### src/rtl/firmware_loader_if.sv
`default_nettype none
// ============================================================================
// firmware_loader_if : byte-stream input, memory write port and status bundle
// Rev 1.0
// ============================================================================
interface firmware_loader_if;
   logic        start;
   logic        in_valid;
   logic [7:0]  in_data;
   logic        in_ready;
   logic        mem_we;
   logic [31:0] mem_addr;
   logic [31:0] mem_wdata;
   logic        busy;
   logic        done;
   logic        error;

   // master: host side driving the stream; slave: the loader itself
   modport master (
      output start, in_valid, in_data,
      input  in_ready, mem_we, mem_addr, mem_wdata, busy, done, error
   );

   modport slave (
      input  start, in_valid, in_data,
      output in_ready, mem_we, mem_addr, mem_wdata, busy, done, error
   );
endinterface
`default_nettype wire

### src/rtl/firmware_loader.sv
`default_nettype none
// ============================================================================
// firmware_loader : length-prefixed LE byte stream -> 32-bit memory word writes
// Optional trailing XOR checksum byte: FIRMWARE_LOADER_CHECKSUM_EN.  Rev 1.0
// ============================================================================
module firmware_loader #(
   parameter int unsigned SIZE      = 1024,
   parameter logic [31:0] BASE_ADDR = 32'h0000_0000
) (
   input  wire logic        clk,
   input  wire logic        rst,
   firmware_loader_if.slave bus
);

   localparam logic [31:0] SIZE_WORDS = 32'(SIZE);

   typedef enum logic [2:0] {
      S_IDLE = 3'd0,
      S_LEN  = 3'd1,
      S_DATA = 3'd2,
`ifdef FIRMWARE_LOADER_CHECKSUM_EN
      S_CSUM = 3'd3,
`endif
      S_DONE = 3'd4,
      S_ERR  = 3'd5
   } state_t;

`ifdef FIRMWARE_LOADER_CHECKSUM_EN
   localparam state_t S_PAYLOAD_END = S_CSUM;
`else
   localparam state_t S_PAYLOAD_END = S_DONE;
`endif

   state_t      state_q, state_d;
   logic [1:0]  byte_cnt_q, byte_cnt_d;
   logic [30:0] word_cnt_q, word_cnt_d;
   logic [31:0] len_q, len_d;
   logic [31:0] buf_q, buf_d;
   logic        mem_we_q, mem_we_d;
   logic [31:0] mem_addr_q, mem_addr_d;
   logic [31:0] mem_wdata_q, mem_wdata_d;
   logic        active_q, active_d;
   logic        done_q, done_d;
   logic        error_q, error_d;
`ifdef FIRMWARE_LOADER_CHECKSUM_EN
   logic [7:0]  csum_q, csum_d;
`endif
   logic        xfer;

   assign xfer = bus.in_valid && active_q;

   always_comb begin
      state_d     = state_q;
      byte_cnt_d  = byte_cnt_q;
      word_cnt_d  = word_cnt_q;
      len_d       = len_q;
      buf_d       = buf_q;
      mem_we_d    = 1'b0;
      mem_addr_d  = mem_addr_q;
      mem_wdata_d = mem_wdata_q;
`ifdef FIRMWARE_LOADER_CHECKSUM_EN
      csum_d      = csum_q;
`endif
      unique case (state_q)
         S_IDLE, S_DONE, S_ERR: begin
            if (bus.start) begin
               state_d    = S_LEN;
               byte_cnt_d = '0;
               word_cnt_d = '0;
               len_d      = '0;
               buf_d      = '0;
`ifdef FIRMWARE_LOADER_CHECKSUM_EN
               csum_d     = '0;
`endif
            end
         end
         S_LEN: begin
            if (xfer) begin
               len_d      = {bus.in_data, len_q[31:8]};
               byte_cnt_d = byte_cnt_q + 2'd1;
               if (byte_cnt_q == 2'd3) begin
                  if (len_d == '0)
                     state_d = S_PAYLOAD_END;
                  else if (len_d > SIZE_WORDS)
                     state_d = S_ERR;
                  else
                     state_d = S_DATA;
               end
            end
         end
         S_DATA: begin
            if (xfer) begin
               buf_d      = {bus.in_data, buf_q[31:8]};
               byte_cnt_d = byte_cnt_q + 2'd1;
`ifdef FIRMWARE_LOADER_CHECKSUM_EN
               csum_d     = csum_q ^ bus.in_data;
`endif
               // Word complete: strobe the write on the following cycle
               if (byte_cnt_q == 2'd3) begin
                  mem_we_d    = 1'b1;
                  mem_addr_d  = BASE_ADDR + {word_cnt_q[29:0], 2'b00};
                  mem_wdata_d = buf_d;
                  word_cnt_d  = word_cnt_q + 31'd1;
                  if ({1'b0, word_cnt_d} == len_q)
                     state_d = S_PAYLOAD_END;
               end
            end
         end
`ifdef FIRMWARE_LOADER_CHECKSUM_EN
         S_CSUM: begin
            if (xfer)
               state_d = (bus.in_data == csum_q) ? S_DONE : S_ERR;
         end
`endif
         default: state_d = S_IDLE;
      endcase

      active_d = (state_d == S_LEN) || (state_d == S_DATA)
`ifdef FIRMWARE_LOADER_CHECKSUM_EN
                 || (state_d == S_CSUM)
`endif
                 ;
      done_d  = (state_d == S_DONE);
      error_d = (state_d == S_ERR);
   end

   always_ff @(posedge clk) begin
      if (rst) begin
         state_q     <= S_IDLE;
         byte_cnt_q  <= '0;
         word_cnt_q  <= '0;
         len_q       <= '0;
         buf_q       <= '0;
         mem_we_q    <= 1'b0;
         mem_addr_q  <= '0;
         mem_wdata_q <= '0;
         active_q    <= 1'b0;
         done_q      <= 1'b0;
         error_q     <= 1'b0;
`ifdef FIRMWARE_LOADER_CHECKSUM_EN
         csum_q      <= '0;
`endif
      end else begin
         state_q     <= state_d;
         byte_cnt_q  <= byte_cnt_d;
         word_cnt_q  <= word_cnt_d;
         len_q       <= len_d;
         buf_q       <= buf_d;
         mem_we_q    <= mem_we_d;
         mem_addr_q  <= mem_addr_d;
         mem_wdata_q <= mem_wdata_d;
         active_q    <= active_d;
         done_q      <= done_d;
         error_q     <= error_d;
`ifdef FIRMWARE_LOADER_CHECKSUM_EN
         csum_q      <= csum_d;
`endif
      end
   end

   assign bus.in_ready  = active_q;
   assign bus.busy      = active_q;
   assign bus.done      = done_q;
   assign bus.error     = error_q;
   assign bus.mem_we    = mem_we_q;
   assign bus.mem_addr  = mem_addr_q;
   assign bus.mem_wdata = mem_wdata_q;

endmodule
`default_nettype wire
### src/flat_wrapper.sv
// flat-port wrapper written by rule: the top's interface ports become plain ports
module firmware_loader_flat 
#(
   parameter int unsigned SIZE      = 1024,
   parameter logic [31:0] BASE_ADDR = 32'h0000_0000
)
  (clk, rst, bus_start, bus_in_valid, bus_in_data, bus_in_ready, bus_mem_we, bus_mem_addr, bus_mem_wdata, bus_busy, bus_done, bus_error);
  firmware_loader_if bus_i ();
  input  wire logic clk;
  input  wire logic rst;
  input wire logic [$bits(bus_i.start)-1:0] bus_start;
  input wire logic [$bits(bus_i.in_valid)-1:0] bus_in_valid;
  input wire logic [$bits(bus_i.in_data)-1:0] bus_in_data;
  output wire logic [$bits(bus_i.in_ready)-1:0] bus_in_ready;
  output wire logic [$bits(bus_i.mem_we)-1:0] bus_mem_we;
  output wire logic [$bits(bus_i.mem_addr)-1:0] bus_mem_addr;
  output wire logic [$bits(bus_i.mem_wdata)-1:0] bus_mem_wdata;
  output wire logic [$bits(bus_i.busy)-1:0] bus_busy;
  output wire logic [$bits(bus_i.done)-1:0] bus_done;
  output wire logic [$bits(bus_i.error)-1:0] bus_error;
  assign bus_i.start = bus_start;
  assign bus_i.in_valid = bus_in_valid;
  assign bus_i.in_data = bus_in_data;
  assign bus_in_ready = bus_i.in_ready;
  assign bus_mem_we = bus_i.mem_we;
  assign bus_mem_addr = bus_i.mem_addr;
  assign bus_mem_wdata = bus_i.mem_wdata;
  assign bus_busy = bus_i.busy;
  assign bus_done = bus_i.done;
  assign bus_error = bus_i.error;
  firmware_loader #(.SIZE(SIZE), .BASE_ADDR(BASE_ADDR)) u_core (.clk(clk), .rst(rst), .bus(bus_i));
endmodule
### config.mk
export PLATFORM = sky130hd
export DESIGN_NAME = firmware_loader_flat
export DESIGN_NICKNAME = d
export VERILOG_FILES = /design/src/rtl/firmware_loader_if.sv /design/src/rtl/firmware_loader.sv /design/src/flat_wrapper.sv
export SDC_FILE = /design/constraint.sdc
export NUM_CORES = 1
export LEC_CHECK = 0
export ABC_AREA = 1
export CORE_MARGIN = 3
export CORE_UTILIZATION = 35
export DETAILED_ROUTE_END_ITERATION = 8
export PLACE_DENSITY = 0.5
export SKIP_LAST_GASP = 1
export SLEW_MARGIN = 15
export SYNTH_ARGS = -nofsm -noshare
export SYNTH_HDL_FRONTEND = slang
export SYNTH_SLANG_ARGS = --single-unit
### constraint.sdc
create_clock -name clk -period 3.1 [get_ports clk]
set_input_delay 0.62 -clock clk [delete_from_list [all_inputs] [get_ports clk]]
set_output_delay 0.62 -clock clk [all_outputs]
set_load 0.01 [all_outputs]
## Word-level counts from Yosys, hierarchy flattened

Cells that the tools add are included.

| operators by class | value |
|---|---|
| magnitude comparators | 1 |
| reductions and logical operators | 15 |
| muxes and demuxes | 22 |
| bitwise logic cells | 2 |
| equality and inequality tests | 15 |
| add/sub/neg operators | 2 |

Operator list:

| cell | count |
|---|---|
| 32-bit case mux with 2 select lines | 2 |
| 32-bit two-way mux | 3 |
| 31-bit two-way mux | 3 |
| 31-bit case mux with 2 select lines | 1 |
| 31-bit by 32-bit == test with 1-bit output | 1 |
| 32-bit by 11-bit greater-than comparator with 1-bit output (second input constant) | 1 |
| 32-bit zero test | 1 |
| 31-bit by 1-bit adder with 31-bit output (second input constant) | 1 |
| 3-bit two-way mux | 8 |
| 3-bit == test (second input constant) | 4 |
| 3-bit AND reduction | 4 |
| 3-bit case mux with 3 select lines | 1 |
| 2-bit by 1-bit != test with 1-bit output (second input constant) | 4 |
| 3-bit by 1-bit == test with 1-bit output (second input constant) | 2 |
| 3-bit by 2-bit == test with 1-bit output (second input constant) | 2 |
| 2-bit nonzero test | 3 |
| 3-bit OR reduction | 2 |
| 2-bit two-way mux | 2 |
| 2-bit case mux with 2 select lines | 1 |
| 4-bit AND reduction | 1 |
| 3-bit zero test | 1 |
| 2-bit by 1-bit adder with 2-bit output (second input constant) | 1 |
| 2-bit == test (second input constant) | 1 |
| 2-bit != test (second input constant) | 1 |
| other kinds (5) | 6 |

| storage, ports and cells | value |
|---|---|
| output and inout port bits | 69 |
| input port bits | 12 |
| bits in registers | 166 |
| word-level logic and storage cells | 68 |

## Depth between registers and ports, before layout

Gate-level depths: netlist of run 1.

| depth | value |
|---|---|
| depth in word-level cells | 8 |
| depth in mapped cells | 18 |
| gate-level depth less buffers | 18 |

## Worst setup path before layout of run 1

No wires, ideal clock.

| path | value |
|---|---|
| path type | register to register |
| start | reg u_core.word_cnt_q[1] |
| end | reg u_core.active_q, in the netlist u_core.bus.busy |
| buffers on the path | 0 |
| slack | 1095 ps |
| cell stages (with the launch flop) | 19 |
| setup time | 112 ps |
| period minus slack after synthesis | 2005 ps |
| required time | 2988 ps |
| arrival | 1893 ps |
| cells stage by stage | dfxtp_1 -> ha_1 -> nand2_4 -> nor2_8 -> nand2_4 -> nor2_4 -> nand2_1 -> nand2_1 -> nand2_1 -> nand2_1 -> nand2_1 -> nor2_1 -> nand2_1 -> nor2_1 -> nand3_1 -> nand2_1 -> nand2_1 -> nor2_1 -> nor2_1 |

| on the way | value |
|---|---|
| cells in the longest elaborated chain, start to end | 8 |
| elaborated cells on any way between the ends | 9 |
| classes of those cells | add/sub (1); eq/ne (3); mux (4); reduce/logical (1) |

Ends and longest elaborated chain:

| element | RTL line | RTL |
|---|---|---|
| from (decl) | firmware_loader.sv:36 | `logic [30:0] word_cnt_q, word_cnt_d;` |
| from (signal assigned) | firmware_loader.sv:146 | `word_cnt_q <= word_cnt_d;` |
| 31-bit by 1-bit adder with 31-bit output (*) | firmware_loader.sv:103 | `word_cnt_d = word_cnt_q + 31'd1;` |
| 31-bit by 32-bit == test with 1-bit output (*) | firmware_loader.sv:104 | `if ({1'b0, word_cnt_d} == len_q)` |
| 3-bit two-way mux (*) | firmware_loader.sv:104 |  |
| 3-bit two-way mux (*) | firmware_loader.sv:99 | `if (byte_cnt_q == 2'd3) begin` |
| 3-bit two-way mux (*) | firmware_loader.sv:92 | `if (xfer) begin` |
| 3-bit case mux with 3 select lines (*) | firmware_loader.sv:64 | `unique case (state_q)` |
| 3-bit by 1-bit == test with 1-bit output or 3-bit by 2-bit == test with 1-bit output (tied branches) | firmware_loader.sv:118 | `active_d = (state_d == S_LEN) \|\| (state_d == S_DATA)` |
| 1-bit logical OR (*) | firmware_loader.sv:118 |  |
| to (signal assigned) | firmware_loader.sv:152 | `active_q <= active_d;` |
| to (decl) | firmware_loader.sv:42 | `logic active_q, active_d;` |

Every way passes the cells marked *; elsewhere a longest branch is shown, timed or not.
A chain may end at the register's enable or synchronous reset.

## Worst setup path after layout of run 1

Same ends and word-level chain as after synthesis.

==> impl_results.md, run 1 <==
- Met2 routed WL: 11400 um
- Gate Count Post-Synth: 1157
- Register area: between 0.003 and 0.004 mm^2
- Vias: 7832
- Clock transition at path regs: 0.07 ns
- Power Density: 525 mW/mm^2
- CTS root buffer: clkbuf_16
- Skew final: 0.0106 ns
- Filler cell count: 2245
- Multi-input logic area: around 0.004 mm^2
- Largest family of logic cells by synthesized area: simple AND/OR/NAND/NOR gates
- Hold Vio Cnt, Final: 0
- Post-synthesis mux area share: 0
- RSZ-0062 raised after global routing: false
- Leak: 3.96 nW
- Top post-synthesis cells by area: dfxtp_1 41%, nand2_1 15%, nand3_1 8.7%
- CTS tree: built
- Leading area contributor after synthesis: dfxtp_1
- Post-cts sizing count: 0
- Routed wire length per instance: 17.3 um
- Post-CTS Repair Setup Buffers: 0
- Final critical-path share of the clock period: 0.807
- Final Slew Violations: 0
- Number of synthesized register bits: 158
- Most frequent cells in the layout: 309 x nand2_1, 158 x dfxtp_1, 138 x nor2_1, 134 x nand3_1, 121 x a21oi_1
- Area delta synth->final: 22.6%
- Synth Area in Adders: 0.00325
- Xor-xnor portion of the synthesized cell area: 0.00114
- Yosys Warn Count: 0
- DP Cell Count: 1478
- Fin crit period: roughly 2.5 ns
- Largest net degree at the start of global routing: 88
- Gr usage total: 0.220
- Top_reg_cell synth: dfxtp_1
- Met3 wire len: 1500 um
- Hpwl dp: 18500 um
- Most common cell after layout, fill and taps aside: nand2_1
- H-Tree Depth: 4
- Synth unique cells: 29
- Antenna Cells: 0
- CP Class: flop to flop
- 1st-iter DRT viols: between 600 and 700
- Setup TNS: 0 ns
- Die Height: roughly 150 um
- CTS max path bufs: 2
- # nets final: 1236
- Worst Path Max Fanout: 7
- GRT Residual Overflow: 0
- I/O Buffers: 78
- Setup violators final: 0
- Die extent in x: 154 um
- Max Used Layer: met4
- Latest clock arrival within the worst-skew pair: 0.45 ns
- EDFF count, synth: 0
- Status: finished clean
- # rows: 53
- Max-cap violations: 0
- First-pass GRT wire length: 41100 um
- Worst slew margin: 0.279
- Synth Cell Area: roughly 0.0077 mm^2
- Hold WC Path Type: flop to flop
- FMAX: approximately 0.4 GHz
- Share of layout cells above drive strength 1: 0.0680
- Fin cells: 1510
- Initial antenna violation count: 0
- Initial Util: 0.361
- Total wire length: approximately 26000 um
- First drt pass iteration count: 5
- Crit. End Element: flop
- Post-synthesis simple-gate area fraction: 0.352
- FFs w/ async S/R, synth: 0
- Post-Syn Area per Cell: 6.65 um^2
- Vias in the first global route: 7264
- CTS Sinks: about 160
- Least-Margin Pin Slew: between 1 and 1.5 ns
- Routability cong.: around 0.9
- ANT nets after route: 0
- Arr. time, crit path: 2.84 ns
- Post-route DRC: 0
- Area fraction of the dominant cell type after synthesis: 0.411
- DR vias/cell: roughly 5.2
- Critical path startpoint category: flop
- Metal-1 WL: 12600 um
- Worst-case vdd ir drop: 0.385 mV
- Sequential area share after synthesis: 0.411
- Complex-gate fraction of the synthesized area: 0.158
- Worst Path Required: 3.44 ns
- IO Count: 81
- TritonCTS buffer count: 17
- Core Region: 0.0213 mm^2
- Die footprint: about 0.024 mm^2
- Post-CTS Hold Buffers: 0
## cell families (layout without fill, tap and decap cells)
| family | Yosys count | in the layout |
|---|---|---|
| AOI/OAI and AO/OA | 225 | 225 |
| other | 1 | 2 |
| xor gates and xnor gates | 1 | 1 |
| DFF | 158 | 158 |
| adders and majority gates | 2 | 2 |
| buffers and inverters | 147 | 224 |
| and+or+nand+nor | 623 | 623 |
## synthesized netlist by cell type, types with 4 or more instances
cell type and n:
buf_4 4, nand2_1 309, o21ai_0 68, clkbuf_1 46
nand2_4 5, a21oi_1 121, inv_1 89, nor2_8 4
nand4_1 10, nand2_2 6, dfxtp_1 158, nor2_1 139
nand3_1 134, a211oi_1 32
## final timing paths
kind              slack [ns]                 endpoint  cells past startpoint                  from
setup / recovery        0.60          u_core.bus.busy                     16  u_core.word_cnt_q[1]
hold reg to reg         0.47  u_core.bus.mem_wdata[8]                      2      u_core.buf_q[16]
hold / removal          0.47  u_core.bus.mem_wdata[8]                      2      u_core.buf_q[16]
setup reg to reg        0.60          u_core.bus.busy                     16  u_core.word_cnt_q[1]
## critical path, cell delays in order (launching register included)
cell	delay [ns]
dfxtp_1	0.43
ha_1	0.28
nand2_4	0.10
nor2_8	0.17
nand2_4	0.10
nor2_4	0.23
nand2_1	0.13
nand3_1	0.10
nand2_1	0.06
nor2_1	0.17
nand3_1	0.10
nor2_1	0.11
nand3_1	0.10
nand2_1	0.11
nand2_1	0.06
nor2_1	0.09
nor2_1	0.04
## through the flow
step	hold slack [ns]	instance area [um^2]	power (mW)	utilization	setup slack, ns
3_5_place_dp	0.455	8800	2.67	0.413	0.461
3_3_place_gp	0.460	8800	2.67	0.413	0.463
4_1_cts	0.473	9440	4.97	0.443	0.594
2_1_floorplan	0.436	7700	2.49	-	1.10
6_report	0.468	9440	4.95	0.443	0.598
5_1_grt	0.497	9440	5.14	0.443	0.283
## area by class of cell
| type | count | area share |
|---|---|---|
| clock buffers | 18 | 0.0465 |
| clock inverters | 14 | 0.0207 |
| inverters | 95 | 0.0378 |
| multi-input cells | 853 | 0.422 |
| flip-flops and latches | 158 | 0.335 |
| well taps | 275 | 0.0365 |
| repair buffers | 97 | 0.101 |
## power by group
| part | internal (mW) | switching [mW] |
|---|---|---|
| clock network | 1.32 | 1.00 |
| logic | 0.149 | 0.319 |
| registers | 2.10 | 0.0646 |
| total | 3.57 | 1.39 |
## registers in the layout (all words and copies together) (netlist names)
name,flops
u_core.bus.mem_we,1
u_core.bus.done,1
u_core.state_q,3
u_core.bus.mem_addr,30
u_core.byte_cnt_q,2
u_core.bus.error,1
u_core.bus.busy,1
u_core.word_cnt_q,31
u_core.bus.mem_wdata,32
u_core.len_q,32
u_core.buf_q,24
## per-layer routing
metal  up-vias  GRT usage
met5         -          0
met4         0     0.0702
met3        35     0.0523
met2       231      0.330
met1      3641      0.311
li1       3925          -
Note: power is estimated with default switching activity, not from simulation.
==> run 2: changes to the inputs <==
--- a/config.mk
+++ b/config.mk
@@ -9,7 +9,7 @@
 export CORE_MARGIN = 3
 export CORE_UTILIZATION = 35
 export DETAILED_ROUTE_END_ITERATION = 8
-export PLACE_DENSITY = 0.5
+export PLACE_DENSITY = 0.52
 export SKIP_LAST_GASP = 1
 export SLEW_MARGIN = 15
 export SYNTH_ARGS = -nofsm -noshare
==> constraint.sdc (replaced) <==
create_clock -name clk -period 2.1 [get_ports clk]
set_input_delay 0.42 -clock clk [delete_from_list [all_inputs] [get_ports clk]]
set_output_delay 0.42 -clock clk [all_outputs]
set_load 0.01 [all_outputs]
==> run 2 against run 1 <==
The run now ends with negative setup slack left. Die area unchanged. Setup slack worse by 0.76 ns. Clock power rose by 37%. Non-clock buffer count increased by 138. Total power grew 43%. Via count increased by 5.5%. Critical path depth increased by 1. Cell area grew 14%. Global-route usage increased by 0.64 points. Critical path type unchanged. Largest power group is now sequential cells.
==> impl_results.md, run 2 (synthesis results as in run 1) <==
- 1st-iter DRT viols: 598 (-3.9%)
- Worst min-delay path startpoint: rst
- I/O Buffers: 78 (unchanged)
- Most frequent cells in the layout: 291 x nand2_1, 148 x buf_4, 145 x dfxtp_1, 126 x nand3_1
- CP Class: flop to flop
- Status: finished with violations
- DP Cell Count: 1611 (+9.0%)
- TritonCTS buffer count: 17 (unchanged)
- First-pass GRT wire length: 43000 um (+4.6%)
- Failing checks: negative setup slack
- CTS tree: built
- Final Slew Violations: 0 (unchanged)
- # nets final: 1374 (+11%)
- Die footprint: 0.0238 mm^2 (unchanged)
- Sequential share of power: 0.450 (+0.014)
- Routed wire length per instance: 16.2 um (-6.3%)
- # rows: 53 (unchanged)
- Fin cells: 1648 (+9.1%)
- Vias: 8264 (+5.5%)
- Switching portion of total power: 0.302 (+0.0223)
- Worst-case vdd ir drop: 0.373 mV (-3.3%)
- Critical path startpoint category: flop
- Arr. time, crit path: 2.59 ns (-0.25 ns)
- Die extent in x: 154 um (unchanged)
- Worst Path Max Fanout: 8 (+1)
- Post-route total power: 7.11 mW (+43%)
- CP startpoint: u_core.word_cnt_q[0]
- Fin crit period: 2.26 ns (-0.244 ns)
- Most common cell after layout, fill and taps aside: nand2_1
- Multi-input logic area: 0.00418 mm^2 (+4.9%)
- H-Tree Depth: 4 (unchanged)
- Hold Vio Cnt, Final: 0 (unchanged)
- Final critical-path share of the clock period: 1.08 (+0.268)
- DR vias/cell: 5.01 (-3.3%)
- Power Density: 663 mW/mm^2 (+26%)
- Crit. End Element: flop
- Clock transition at path regs: 0.07 ns (about the same)
- First drt pass iteration count: 5 (unchanged)
- IO Count: 81 (unchanged)
- CTS Sinks: 158 (unchanged)
- Routability cong.: 0.918 (+2.2%)
- Max-cap violations: 0 (unchanged)
- Die Height: 154 um (unchanged)
- Initial antenna violation count: 0 (unchanged)
- Initial Util: 0.361 (unchanged)
- Vias in the first global route: 7965 (+9.7%)
- Reg2Reg Launch Point: u_core.word_cnt_q[0]
- Register area: 0.00318 mm^2 (+0.51%)
- GRT Residual Overflow: 0 (unchanged)
- Largest net degree at the start of global routing: 65 (-26%)
- Met3 Use GR: 0.0422 (-0.0101)
- Total wire length: 26700 um (+2.3%)
- Latest clock arrival within the worst-skew pair: 0.44 ns (about the same)
- Setup violators final: 5 (+5)
- CTS max path bufs: 2 (unchanged)
- CTS root buffer: clkbuf_16
- Internal power: 4.96 mW (+39%)
- Sw power: 2.15 mW (+55%)
- Final setup margin: -0.158 ns (-0.756 ns)
- Clock network fraction of total power: 0.449 (-0.020)
- Filler cell count: 2159 (-3.8%)
- Post-route DRC: 0 (unchanged)
- Grt met2 use: 0.352 (+0.0216)
- Leak: 4.69 nW (+19%)
- Skew final: 0.0160 ns (+0.00537 ns)
- Top Usage Layer GRT: met2
- Hold WC Path Type: input port to flop
- ANT nets after route: 0 (unchanged)
- Share of layout cells above drive strength 1: 0.205 (+0.137)
- Worst Path Required: 2.43 ns (-1.01 ns)
- Met1 Use GR: 0.323 (+0.0120)
- Core Region: 0.0213 mm^2 (unchanged)
- Hpwl dp: 19700 um (+6.9%)
- FMAX: 0.443 GHz (+11%)
- Area delta synth->final: 39.4%
- Antenna Cells: 0 (unchanged)
- Gr usage total: 0.226 (+0.00638)
- RSZ-0062 raised after global routing: true
- Combinational Power Share: 0.101 (+0.007)
run 2: cell count changes in the layout (fill, tap and decap cells not counted), moves of 5 or more:
cell	previous run	this run
nand3_1	134	126
nand3_2	3	10
dfxtp_1	158	145
dfxtp_2	0	13
nor2_2	3	15
nor2_1	138	121
buf_4	16	148
clkinv_8	0	7
nand2_2	6	21
nand2_1	309	291
nor2_4	3	8
run 2: power by group through the flow:
stage | sequential (mW) | clock [mW] | combinational (mW)
2_1_floorplan | 3.22 | 0 | 0.448
3_3_place_gp | 3.26 | 0 | 0.703
3_5_place_dp | 3.26 | 0 | 0.698
4_1_cts | 3.19 | 3.24 | 0.710
5_1_grt | 3.21 | 3.38 | 0.789
6_report | 3.20 | 3.19 | 0.717
run 2: routing by layer:
layer,vias to the layer above,share of wire,wire [um]
met2,245,0.44,11800
met3,30,0.063,1690
met1,3777,0.48,12800
met4,0,0.016,434
met5,-,0,0
li1,4212,-,-
run 2: worst paths after layout:
check | end | slack [ns] | depth (start not counted)
hold reg to reg | u_core.bus.mem_wdata[8] | 0.47 | 2
setup reg to reg | u_core.bus.busy | -0.16 | 17
hold / removal | u_core.bus.mem_we | 0.46 | 3
setup / recovery | u_core.bus.busy | -0.16 | 17
run 2: critical path: stages, from the launching register on:
cell,delay [ns]
dfxtp_2,0.36
buf_4,0.13
inv_2,0.06
nor2_8,0.21
nand2_4,0.10
nor2_8,0.18
buf_12,0.13
nand3_1,0.06
nand3_1,0.12
nand2_1,0.08
nor2_2,0.12
nand2_1,0.06
nor2_1,0.10
nand3_1,0.12
nand2_2,0.11
nand2_2,0.06
nor2_2,0.12
nor2_1,0.04
run 2: cell type report:
class	instances	share of cell area
Clock buffer	17	0.0397
Clock inverter	15	0.0180
Inverter	95	0.0333
Multi-Input combinational cell	853	0.389
Sequential cell	158	0.296
Tap cell	275	0.0321
Timing Repair Buffer	235	0.191
run 2: timing repair:
item / 4_1_cts / 5_1_grt
pin swaps: 14 / 14
gates cloned: 0 / 0
hold buffers: 0 / 0
resized for setup: 50 / 22
buffers inserted: 5 / 0
endpoints found under the setup margin: 5 / 5
run 2: through the flow:
step                hold slack [ns]  worst slack, ns   util  setup TNS (ns)  area, um^2
floorplan                     0.436           0.0952      -               0        7700
global placement              0.456           -0.340  0.462           -4.59        9840
detailed placement            0.457           -0.378  0.462           -3.57        9840
CTS                           0.442          -0.0698  0.500          -0.207       10600
global route                  0.477           -0.332  0.504           -1.32       10700
finish                        0.457           -0.158  0.504          -0.449       10700
